**config.mk**
```make
export PLATFORM = sky130hd
export DESIGN_NAME = rs232_fifo_uart
export DESIGN_NICKNAME = d
export VERILOG_FILES = /design/src/rtl/rs232_fifo_uart.sv
export SDC_FILE = /design/constraint.sdc
export NUM_CORES = 1
export LEC_CHECK = 0
export BUFFER_PORTS_ARGS = -buffer_cell sky130_fd_sc_hd__buf_2
export CAP_MARGIN = 0
export CORE_MARGIN = 1
export CORE_UTILIZATION = 60
export CTS_BUF_LIST = sky130_fd_sc_hd__clkbuf_16
export CTS_CLUSTER_DIAMETER = 40
export DETAILED_ROUTE_END_ITERATION = 10
export GPL_ROUTABILITY_DRIVEN = 0
export HOLD_SLACK_MARGIN = 0.1
export PLACE_DENSITY = 0.77
export SETUP_SLACK_MARGIN = 0.02
export SKIP_LAST_GASP = 1
export SYNTH_ARGS = -nofsm -noshare
export SYNTH_HDL_FRONTEND = slang
export SYNTH_SLANG_ARGS = --single-unit
```
**constraint.sdc**
```tcl
create_clock -name clock -period 5.05 [get_ports clock]
set_input_delay 1.01 -clock clock [delete_from_list [all_inputs] [get_ports clock]]
set_output_delay 1.01 -clock clock [all_outputs]
set_load 0.01 [all_outputs]
```
**src/rtl/rs232_fifo_uart.sv**
```systemverilog
// rs232_fifo_uart: UART peripheral with RX/TX FIFOs behind a 2-register (DATA/STATUS) bus slave.
// Latency: rdata/rvalid one cycle after a read strobe; a TX frame starts the cycle after the TX FIFO goes non-empty.
// Backpressure: none on the bus; full TX FIFO drops writes (TX_OVF), full RX FIFO drops bytes (OVERRUN).
// Build option: define RS232_PARITY_EN for an even parity bit on TX and parity checking on RX.

// rs232_fifo: generic synchronous FIFO, pointers one bit wider than the address to tell full from empty.
// Latency: pop_dat is the combinational head; a push is visible at the head the cycle after it lands.
// Backpressure: push while full is dropped unless a pop happens in the same cycle; pop while empty returns 0.
module rs232_fifo #(
    parameter int W  = 8,
    parameter int AW = 4
) (
    input  logic         clock,
    input  logic         rst,
    input  logic         push,
    input  logic [W-1:0] push_dat,
    input  logic         pop,
    output logic [W-1:0] pop_dat,
    output logic         empty,
    output logic         full
);
    logic [W-1:0] mem [2**AW];
    logic [AW:0]  wr_ptr;
    logic [AW:0]  rd_ptr;
    logic         do_push;
    logic         do_pop;

    assign empty   = (wr_ptr == rd_ptr);
    assign full    = (wr_ptr[AW] != rd_ptr[AW]) && (wr_ptr[AW-1:0] == rd_ptr[AW-1:0]);
    assign do_push = push && (!full || pop);
    assign do_pop  = pop && !empty;
    assign pop_dat = empty ? '0 : mem[rd_ptr[AW-1:0]];

    // Pointer update; a pop on a full FIFO frees the slot the simultaneous push reuses
    always_ff @(posedge clock or posedge rst) begin
        if (rst) begin
            wr_ptr <= '0;
            rd_ptr <= '0;
        end else begin
            if (do_push) wr_ptr <= wr_ptr + 1'b1;
            if (do_pop)  rd_ptr <= rd_ptr + 1'b1;
        end
    end

    // Storage write; contents need no reset since the pointers define validity
    always_ff @(posedge clock) begin
        if (do_push) mem[wr_ptr[AW-1:0]] <= push_dat;
    end
endmodule

module rs232_fifo_uart #(
    parameter int FREQ      = 48_000_000,
    parameter int BPS       = 115_200,
    parameter int DATA_BITS = 8,
    parameter int FIFO_AW   = 4
) (
    input  logic       clock,
    input  logic       rst,
    input  logic       sel,
    input  logic       we,
    input  logic       addr,
    input  logic [7:0] wdata,
    output logic [7:0] rdata,
    output logic       rvalid,
    output logic       irq,
    input  logic       rxd,
    output logic       txd
);
    localparam int          DIV      = (FREQ + BPS / 2) / BPS;
    localparam logic [15:0] DIV_M1   = 16'(DIV - 1);
    localparam logic [15:0] HALF_M1  = 16'(DIV / 2 - 1);
    localparam logic [2:0]  LAST_BIT = 3'(DATA_BITS - 1);
`ifdef RS232_PARITY_EN
    localparam bit PARITY_ON = 1'b1;
`else
    localparam bit PARITY_ON = 1'b0;
`endif

    typedef enum logic [2:0] {S_IDLE, S_START, S_DATA, S_PARITY, S_STOP} state_t;

    logic rd_data, wr_data, wr_stat;
    assign rd_data = sel & ~we & ~addr;
    assign wr_data = sel &  we & ~addr;
    assign wr_stat = sel &  we &  addr;

    logic                 tx_pop, tx_empty, tx_full;
    logic [DATA_BITS-1:0] tx_head;
    logic                 rx_push, rx_empty, rx_full;
    logic [DATA_BITS-1:0] rx_head;

    state_t               tx_state, tx_state_nxt;
    logic [15:0]          tx_cnt, tx_cnt_nxt;
    logic [2:0]           tx_bit, tx_bit_nxt;
    logic [DATA_BITS-1:0] tx_sh, tx_sh_nxt;
    logic                 txd_nxt, tx_load;

    logic [1:0]           rx_sync;
    logic                 rx_s, rx_prev;
    state_t               rx_state, rx_state_nxt;
    logic [15:0]          rx_cnt, rx_cnt_nxt;
    logic [2:0]           rx_bit, rx_bit_nxt;
    logic [DATA_BITS-1:0] rx_sh, rx_sh_nxt;
    logic                 rx_pbad, rx_pbad_nxt, par_set, frame_set;

    logic                 tx_ovf, par_err, frame_err, overrun;
    logic [7:0]           status;

    rs232_fifo #(.W(DATA_BITS), .AW(FIFO_AW)) u_tx_fifo (
        .clock(clock), .rst(rst), .push(wr_data), .push_dat(wdata[DATA_BITS-1:0]),
        .pop(tx_pop), .pop_dat(tx_head), .empty(tx_empty), .full(tx_full)
    );

    rs232_fifo #(.W(DATA_BITS), .AW(FIFO_AW)) u_rx_fifo (
        .clock(clock), .rst(rst), .push(rx_push), .push_dat(rx_sh),
        .pop(rd_data), .pop_dat(rx_head), .empty(rx_empty), .full(rx_full)
    );

    assign irq    = ~rx_empty;
    assign status = {1'b0, tx_ovf, par_err, frame_err, overrun,
                     tx_empty && (tx_state == S_IDLE), tx_full, ~rx_empty};
    assign tx_pop = tx_load;
    assign rx_s   = rx_sync[1];

    // Bus read port: one-cycle registered response, never stalls
    always_ff @(posedge clock or posedge rst) begin
        if (rst) begin
            rdata  <= 8'd0;
            rvalid <= 1'b0;
        end else begin
            rvalid <= sel & ~we;
            if (sel & ~we) rdata <= addr ? status : 8'(rx_head);
        end
    end

    // Sticky error flags: W1C from the bus, a set in the same cycle wins over the clear
    always_ff @(posedge clock or posedge rst) begin
        if (rst) begin
            tx_ovf    <= 1'b0;
            par_err   <= 1'b0;
            frame_err <= 1'b0;
            overrun   <= 1'b0;
        end else begin
            tx_ovf    <= (wr_data & tx_full & ~tx_pop) | (tx_ovf    & ~(wr_stat & wdata[6]));
            par_err   <= par_set                      | (par_err   & ~(wr_stat & wdata[5]));
            frame_err <= frame_set                    | (frame_err & ~(wr_stat & wdata[4]));
            overrun   <= (rx_push & rx_full & ~rd_data) | (overrun & ~(wr_stat & wdata[3]));
        end
    end

    // TX sequencing: bit timing, frame order, and fetching the next byte straight out of STOP
    always_comb begin
        tx_state_nxt = tx_state;
        tx_cnt_nxt   = tx_cnt;
        tx_bit_nxt   = tx_bit;
        tx_sh_nxt    = tx_sh;
        tx_load      = 1'b0;
        txd_nxt      = 1'b1;
        if (tx_state == S_IDLE) begin
            tx_load = ~tx_empty;
        end else if (tx_cnt != 16'd0) begin
            tx_cnt_nxt = tx_cnt - 16'd1;
        end else begin
            tx_cnt_nxt = DIV_M1;
            case (tx_state)
                S_START: begin
                    tx_state_nxt = S_DATA;
                    tx_bit_nxt   = 3'd0;
                end
                S_DATA: begin
                    tx_bit_nxt = tx_bit + 3'd1;
                    if (tx_bit == LAST_BIT) tx_state_nxt = PARITY_ON ? S_PARITY : S_STOP;
                end
                S_PARITY: tx_state_nxt = S_STOP;
                default: begin
                    tx_load = ~tx_empty;
                    if (tx_empty) begin
                        tx_state_nxt = S_IDLE;
                        tx_cnt_nxt   = 16'd0;
                    end
                end
            endcase
        end
        if (tx_load) begin
            tx_state_nxt = S_START;
            tx_cnt_nxt   = DIV_M1;
            tx_sh_nxt    = tx_head;
        end
        case (tx_state_nxt)
            S_START:  txd_nxt = 1'b0;
            S_DATA:   txd_nxt = tx_sh_nxt[tx_bit_nxt];
            S_PARITY: txd_nxt = ^tx_sh_nxt;
            default:  txd_nxt = 1'b1;
        endcase
    end

    // TX state register; txd is registered so the pin never glitches on state decode
    always_ff @(posedge clock or posedge rst) begin
        if (rst) begin
            tx_state <= S_IDLE;
            tx_cnt   <= 16'd0;
            tx_bit   <= 3'd0;
            tx_sh    <= '0;
            txd      <= 1'b1;
        end else begin
            tx_state <= tx_state_nxt;
            tx_cnt   <= tx_cnt_nxt;
            tx_bit   <= tx_bit_nxt;
            tx_sh    <= tx_sh_nxt;
            txd      <= txd_nxt;
        end
    end

    // RX sequencing: arm on a falling edge only, so a broken stop bit must go high before re-arming
    always_comb begin
        rx_state_nxt = rx_state;
        rx_cnt_nxt   = rx_cnt;
        rx_bit_nxt   = rx_bit;
        rx_sh_nxt    = rx_sh;
        rx_pbad_nxt  = rx_pbad;
        rx_push      = 1'b0;
        par_set      = 1'b0;
        frame_set    = 1'b0;
        if (rx_state == S_IDLE) begin
            if (rx_prev & ~rx_s) begin
                rx_state_nxt = S_START;
                rx_cnt_nxt   = HALF_M1;
                rx_pbad_nxt  = 1'b0;
            end
        end else if (rx_cnt != 16'd0) begin
            rx_cnt_nxt = rx_cnt - 16'd1;
        end else begin
            rx_cnt_nxt = DIV_M1;
            case (rx_state)
                S_START: begin
                    if (rx_s) begin
                        rx_state_nxt = S_IDLE;
                        rx_cnt_nxt   = 16'd0;
                    end else begin
                        rx_state_nxt = S_DATA;
                        rx_bit_nxt   = 3'd0;
                    end
                end
                S_DATA: begin
                    rx_sh_nxt  = {rx_s, rx_sh[DATA_BITS-1:1]};
                    rx_bit_nxt = rx_bit + 3'd1;
                    if (rx_bit == LAST_BIT) rx_state_nxt = PARITY_ON ? S_PARITY : S_STOP;
                end
                S_PARITY: begin
                    rx_pbad_nxt  = rx_s ^ (^rx_sh);
                    rx_state_nxt = S_STOP;
                end
                default: begin
                    rx_state_nxt = S_IDLE;
                    rx_cnt_nxt   = 16'd0;
                    rx_push      = rx_s;
                    par_set      = rx_s & rx_pbad;
                    frame_set    = ~rx_s;
                end
            endcase
        end
    end

    // RX synchronizer, edge history and state register
    always_ff @(posedge clock or posedge rst) begin
        if (rst) begin
            rx_sync  <= 2'b11;
            rx_prev  <= 1'b1;
            rx_state <= S_IDLE;
            rx_cnt   <= 16'd0;
            rx_bit   <= 3'd0;
            rx_sh    <= '0;
            rx_pbad  <= 1'b0;
        end else begin
            rx_sync  <= {rx_sync[0], rxd};
            rx_prev  <= rx_s;
            rx_state <= rx_state_nxt;
            rx_cnt   <= rx_cnt_nxt;
            rx_bit   <= rx_bit_nxt;
            rx_sh    <= rx_sh_nxt;
            rx_pbad  <= rx_pbad_nxt;
        end
    end
endmodule
```
# Word level (Yosys, flattened, before mapping)
# Memories as Yosys holds them, arrays and structs flattened.
# Cells that the tools add are included.
# Widths: inputs -> output; s select.
# classes
addsub	8
n_lt_le_gt_ge	1
n_eq_ne	22
muxes	54
bitwise_logic	37
reduce_logical	28
# op_table
op	n
$mux 16	6
$mux 3	12
$mux 8	4
$reduce_bool 16->1	2
$sub 16x1->16 const B	2
$mux 9	3
$mux 1	21
$add 5x1->5 const B	4
$and 1x1->1	19
$eq 3x2->1 const B	6
$pmux 3 s3	2
$pmux 9 s2	1
$reduce_xor 8->1	2
$not 1->1	13
$pmux 3 s2	2
$eq 5x5->1	2
$eq 3x1->1 const B	3
$reduce_and 3->1	3
$eq 4x4->1	2
$logic_and 1x1->1	7
$add 3x1->3 const B	2
$eq 3x3->1 const B	2
$logic_not 3->1	2
$ne 2x2->1 const B	3
15 further kinds	25
# totals
reg_bits	98
ramBits	256
in_bits	14
elab_cells	174
n_memories	2
# memory_table
memory	depth	width	rd	rd_clocked_by_memory_dff	wr	line	text
u_rx_fifo.mem	16	8	1	0	1	22	logic [W-1:0] mem [2**AW];
u_tx_fifo.mem	16	8	1	0	1	22	

# Depth between registers and ports, before layout
# depth
depth_word	9
ltp_mapped	12
ltp_nobuf	12

# Hierarchy
# Synthesis repeated with hierarchy kept, for this count alone.
# hier_totals
hier_cells	980
area_unflattened_um2	15333.5
# by_module_without_submodules
mod	instances	cells_each	area_each_um2
rs232_fifo at u_rx_fifo	1	270	5562.8
rs232_fifo at u_tx_fifo	1	270	5554.1
rs232_fifo_uart	1	440	4216.5

# Worst setup path after synthesis
# Ideal clock, no wire load.
# synth_timing
path_kind	reg-to-reg
start	reg tx_cnt[11]
end	mem u_tx_fifo.mem[1][0], enable pin
arrival_time_ns	2.669
required_time_ns	4.667
setup_slack_ns	1.998
stages_incl_launch_ff	10
period_less_slack_ns	3.052
cell_sequence	dfrtp_1 -> nor4_4 -> and4b_1 -> buf_4 -> a31oi_1 -> or2_1 -> buf_2 -> a211oi_4 -> nand2_1 -> nor3_1
# synth_via
elab_chain_len	7
# synth_rtl
item	line	text
start: declaration	92	logic [15:0] tx_cnt, tx_cnt_nxt;
start signal: assignment	206	tx_cnt <= tx_cnt_nxt;
$reduce_bool 16->1	160	end else if (tx_cnt != 16'd0) begin
$mux 1	160	
$mux 1	158	if (tx_state == S_IDLE) begin
$logic_or 1x1->1	30	assign do_push = push && (!full || pop);
$logic_and 1x1->1	30	
$mux 1	47	if (do_push) mem[wr_ptr[AW-1:0]] <= push_dat;
$mux 1 (implied by the code)	47	
end: declaration	22	
# Every way passes these cells.

# Worst setup path after layout
# layout_timing
start	reg rx_cnt[5]
end	mem u_rx_fifo.mem[3][4], enable pin
# layout_via
elab_chain_len	6
# layout_rtl
item	line	text
start: declaration	100	logic [15:0] rx_cnt, rx_cnt_nxt;
start signal: assignment	277	rx_cnt <= rx_cnt_nxt;
$reduce_bool 16->1	229	end else if (rx_cnt != 16'd0) begin
$mux 1	229	
$mux 1	223	if (rx_state == S_IDLE) begin
$logic_and 1x1->1	30	
$mux 1	47	
$mux 1 (implied by the code)	47	
end: declaration	22	
# Every way passes these cells.

==> metrics.yaml <==
floorplan:
  die_height_um: 160.2
  rows: 57
  start_util: 0.6137
  die-area_um2: 25660
  die_x_um: 160.2
  coreArea_um2: 24460
  pin_count: 25
clocking:
  cts_tree: "done"
  cts_hold_buf: 0
  clk_pin_slew_worst_paths_ns: 0.06
  cts_setup_buffers: 0
  clock_latency_ns: 0.53
  cts.htree.levels: 2
  post_cts_resized: 0
  clockRootBuffer: "clkbuf_16"
  cts_buffer_depth: 3
  numCtsBuffers: 41
  clock_sinks: 354
logic_synthesis:
  synthFlopType: "edfxtp_1"
  synth_fp_nets: 991
  synth_top_area_frac: 0.5120
  synth_cell_types: 63
  synth-seq-area-share: 0.6757
  synth_warnings: 0
  synth_area_um2: 15010
  avgSynthCellArea_um2: 15.64
  postSynthCellCount: 960
  synth_top_cell_by_area: "edfxtp_1"
  ys_ff_latch: 354
  synthTopCellsByArea: "edfxtp_1 51%, dfrtp_1 16%, mux4_2 11%, nor2_1 2.0%, xnor2_1 1.9%"
  ys_async_sr_fraction: 0.2768
  synth_edf_count: 256
drt:
  wirelength_met1_um: 12190
  vias_per_cell: 6.082
  num_vias: 8186
  wl_per_cell_um: 22.19
  dr_wl_met2_um: 15780
  drc: 0
  wl_um: 29870
  wl_met3_um: 1364
  drt_iter0_drc: 701
  drt_first_pass_iters: 5
  highest-signal-layer: "met4"
  drt.antenna.violating_nets: 0
cells_and_area:
  n_antenna_cell: 0
  layout-drive-gt1-share: 0.2104
  syn_to_final_growth_pct: 11.29
  final_nets: 1021
  design_area_um2: 16710
  fill_cells: 1579
  layout_commonest_cell: "edfxtp_1"
  mostFrequentLayoutCells: "256 x edfxtp_1, 92 x dfrtp_1, 79 x nor2_1"
critical_path:
  worstPathArrival_ns: 4.28
  end_kind: "flop"
  path_buf_inv: 0
  path_max_fanout: 8
  path_cells: "nor2_4 -> nand2_2 -> or4_1 -> nor4_1 -> nand3_1 -> nor2b_1 -> nand2_2 -> nor3_1"
  cpMostUsedCell: "nand2_2"
  critPathLaunch: "rx_cnt[5]"
  cpMaxStageDelayCell: "nor3_1"
  critical-path-max-stage-delay_ns: 1.03
  path_delay_family: "simple AND/OR/NAND/NOR gates"
  r2r_start: "rx_cnt[5]"
  worstSetupPathType: "flop to flop"
  worstSetupStartpointType: "flop"
  cp_data_required_time_ns: 5.18
global_route:
  grt_overflow: 0
  antenna_found_initial: 0
  grt_use_total: 0.2440
  grt_pass1_vias: 8305
  grt_pass1_wl_um: 47130
  grt_max_degree: 64
timing:
  period_share: 0.8213
  setup_violations: 0
  finalSetupTns_ns: 0
  slew_headroom: 0.1314
  worst_pin_slew_ns: 1.293
  timing.fmax_mhz: 241.1
  slew_viol_final: 0
  period_needed_ns: 4.148
  skew_ns: 0.02013
  rsz0062_at_grt: "no"
  finalHoldViolCount: 0
place:
  hpwl_um: 18940
  io_buffers: 24
  placed_area_um2: 15390
run:
  maxCapViolCount: 0
status:
  outcome: "finished, final reports clean"
power_and_ir_drop:
  p_leak_nw: 5.963
  ir_worst_vdd_mv: 0.3090
  p_per_area_nw_per_um2: 486.4
hold_path:
  min_path_type: "flop to flop"
  worstHoldStart: "rx_sync[0]"
-- final timing paths --
check                      cells after the start  slack, ns             endpoint
setup / recovery                               8       0.90  u_rx_fifo.mem[3][4]
setup reg to reg                               8       0.90  u_rx_fifo.mem[3][4]
hold reg to reg                                0       0.35           rx_sync[1]
hold / removal                                 0       0.35           rx_sync[1]
min in group asynchronous                      2       0.67  u_rx_fifo.wr_ptr[1]
max in group asynchronous                      3       3.41           rx_sync[0]
-- metrics by stage --
| step | std cells | setup WS, ns | hold WS, ns | util | total power [mW] |
|---|---|---|---|---|---|
| after floorplan | 960 | 1.485 | 0.3452 | - | 4.959 |
| final | 1346 | 0.9023 | 0.3549 | 0.6830 | 8.126 |
| after global placement | 1271 | 1.348 | 0.3480 | 0.6293 | 5.310 |
| after global routing | 1346 | 0.7125 | 0.3587 | 0.6830 | 8.465 |
| after detailed placement | 1271 | 1.148 | 0.3478 | 0.6293 | 5.376 |
| after CTS | 1346 | 1.028 | 0.3561 | 0.6830 | 8.184 |
-- final cells by class --
type,instances,area [um^2],share of cell area
inverter,18,70.07,0.004194
tap,324,405.4,0.02426
sequential,354,10150,0.6073
multi-input combinational,540,4568,0.2734
clock inverter,32,239.0,0.01430
clock buffer,43,1076,0.06440
timing repair buffer,35,202.7,0.01213
-- worst register-to-register path, delay by kind of cell (launching register included) --
family,cells,cell delay (ns)
flops,1,0.45
simple gates,8,3.32
-- Yosys cell counts (3+ instances only) --
library cell and count:
edfxtp_1 256, dfrtp_1 94, nor2_1 79, nand2_1 74, mux4_2 72, o21ai_0 45, xnor2_1 32, clkbuf_1 29
a21oi_1 23, nor3_1 20, a22oi_1 17, ha_1 17, inv_1 17, nand2b_1 14, nand3_1 13, xor2_1 12
mux2_2 9, mux2_4 9, or3_1 9, buf_1 8, nand4_1 7, nor2b_1 7, nor4_1 7, a221oi_1 6
and2_1 6, o31ai_1 6, buf_2 5, a31oi_1 4, and3_1 4, dfstp_2 4, o22ai_1 4, a21o_1 3
buf_6 3, nand2_2 3, nand3b_1 3, nor2_2 3, nor3b_1 3, o211ai_1 3
-- where the power goes --
part           switching, mW  leakage, nW  internal, mW
Sequential             0.266         3.58          3.34
Clock                   1.19        0.657          1.63
Combinational          0.885         1.73         0.812
Total                   2.35         5.96          5.78
-- layer usage --
layer,up-vias,global-route usage
li1,3734,-
met1,4172,0.3265
met2,232,0.4255
met3,48,0.03377
met4,0,0.06104
met5,-,0
-- cell families after synthesis --
kind of cell	count (synthesis)	synth area share
AND/OR/NAND/NOR	262	0.08517
adder cells (fa/ha/maj)	17	0.01417
AO/OA/AOI/OAI	125	0.05417
buffers and inverters	66	0.02000
XOR/XNOR	44	0.02567
multiplexers	92	0.1251
flip-flops	354	0.6757
-- sequential cells by signal (all words and copies together) (netlist names), 8 cells and up --
| signal | flops |
|---|---|
| tx_sh | 8 |
| u_tx_fifo.mem | 128 |
| rx_cnt | 16 |
| rdata | 8 |
| u_rx_fifo.mem | 128 |
| rx_sh | 8 |
| tx_cnt | 16 |
Note: power is estimated with default switching activity, not from simulation.
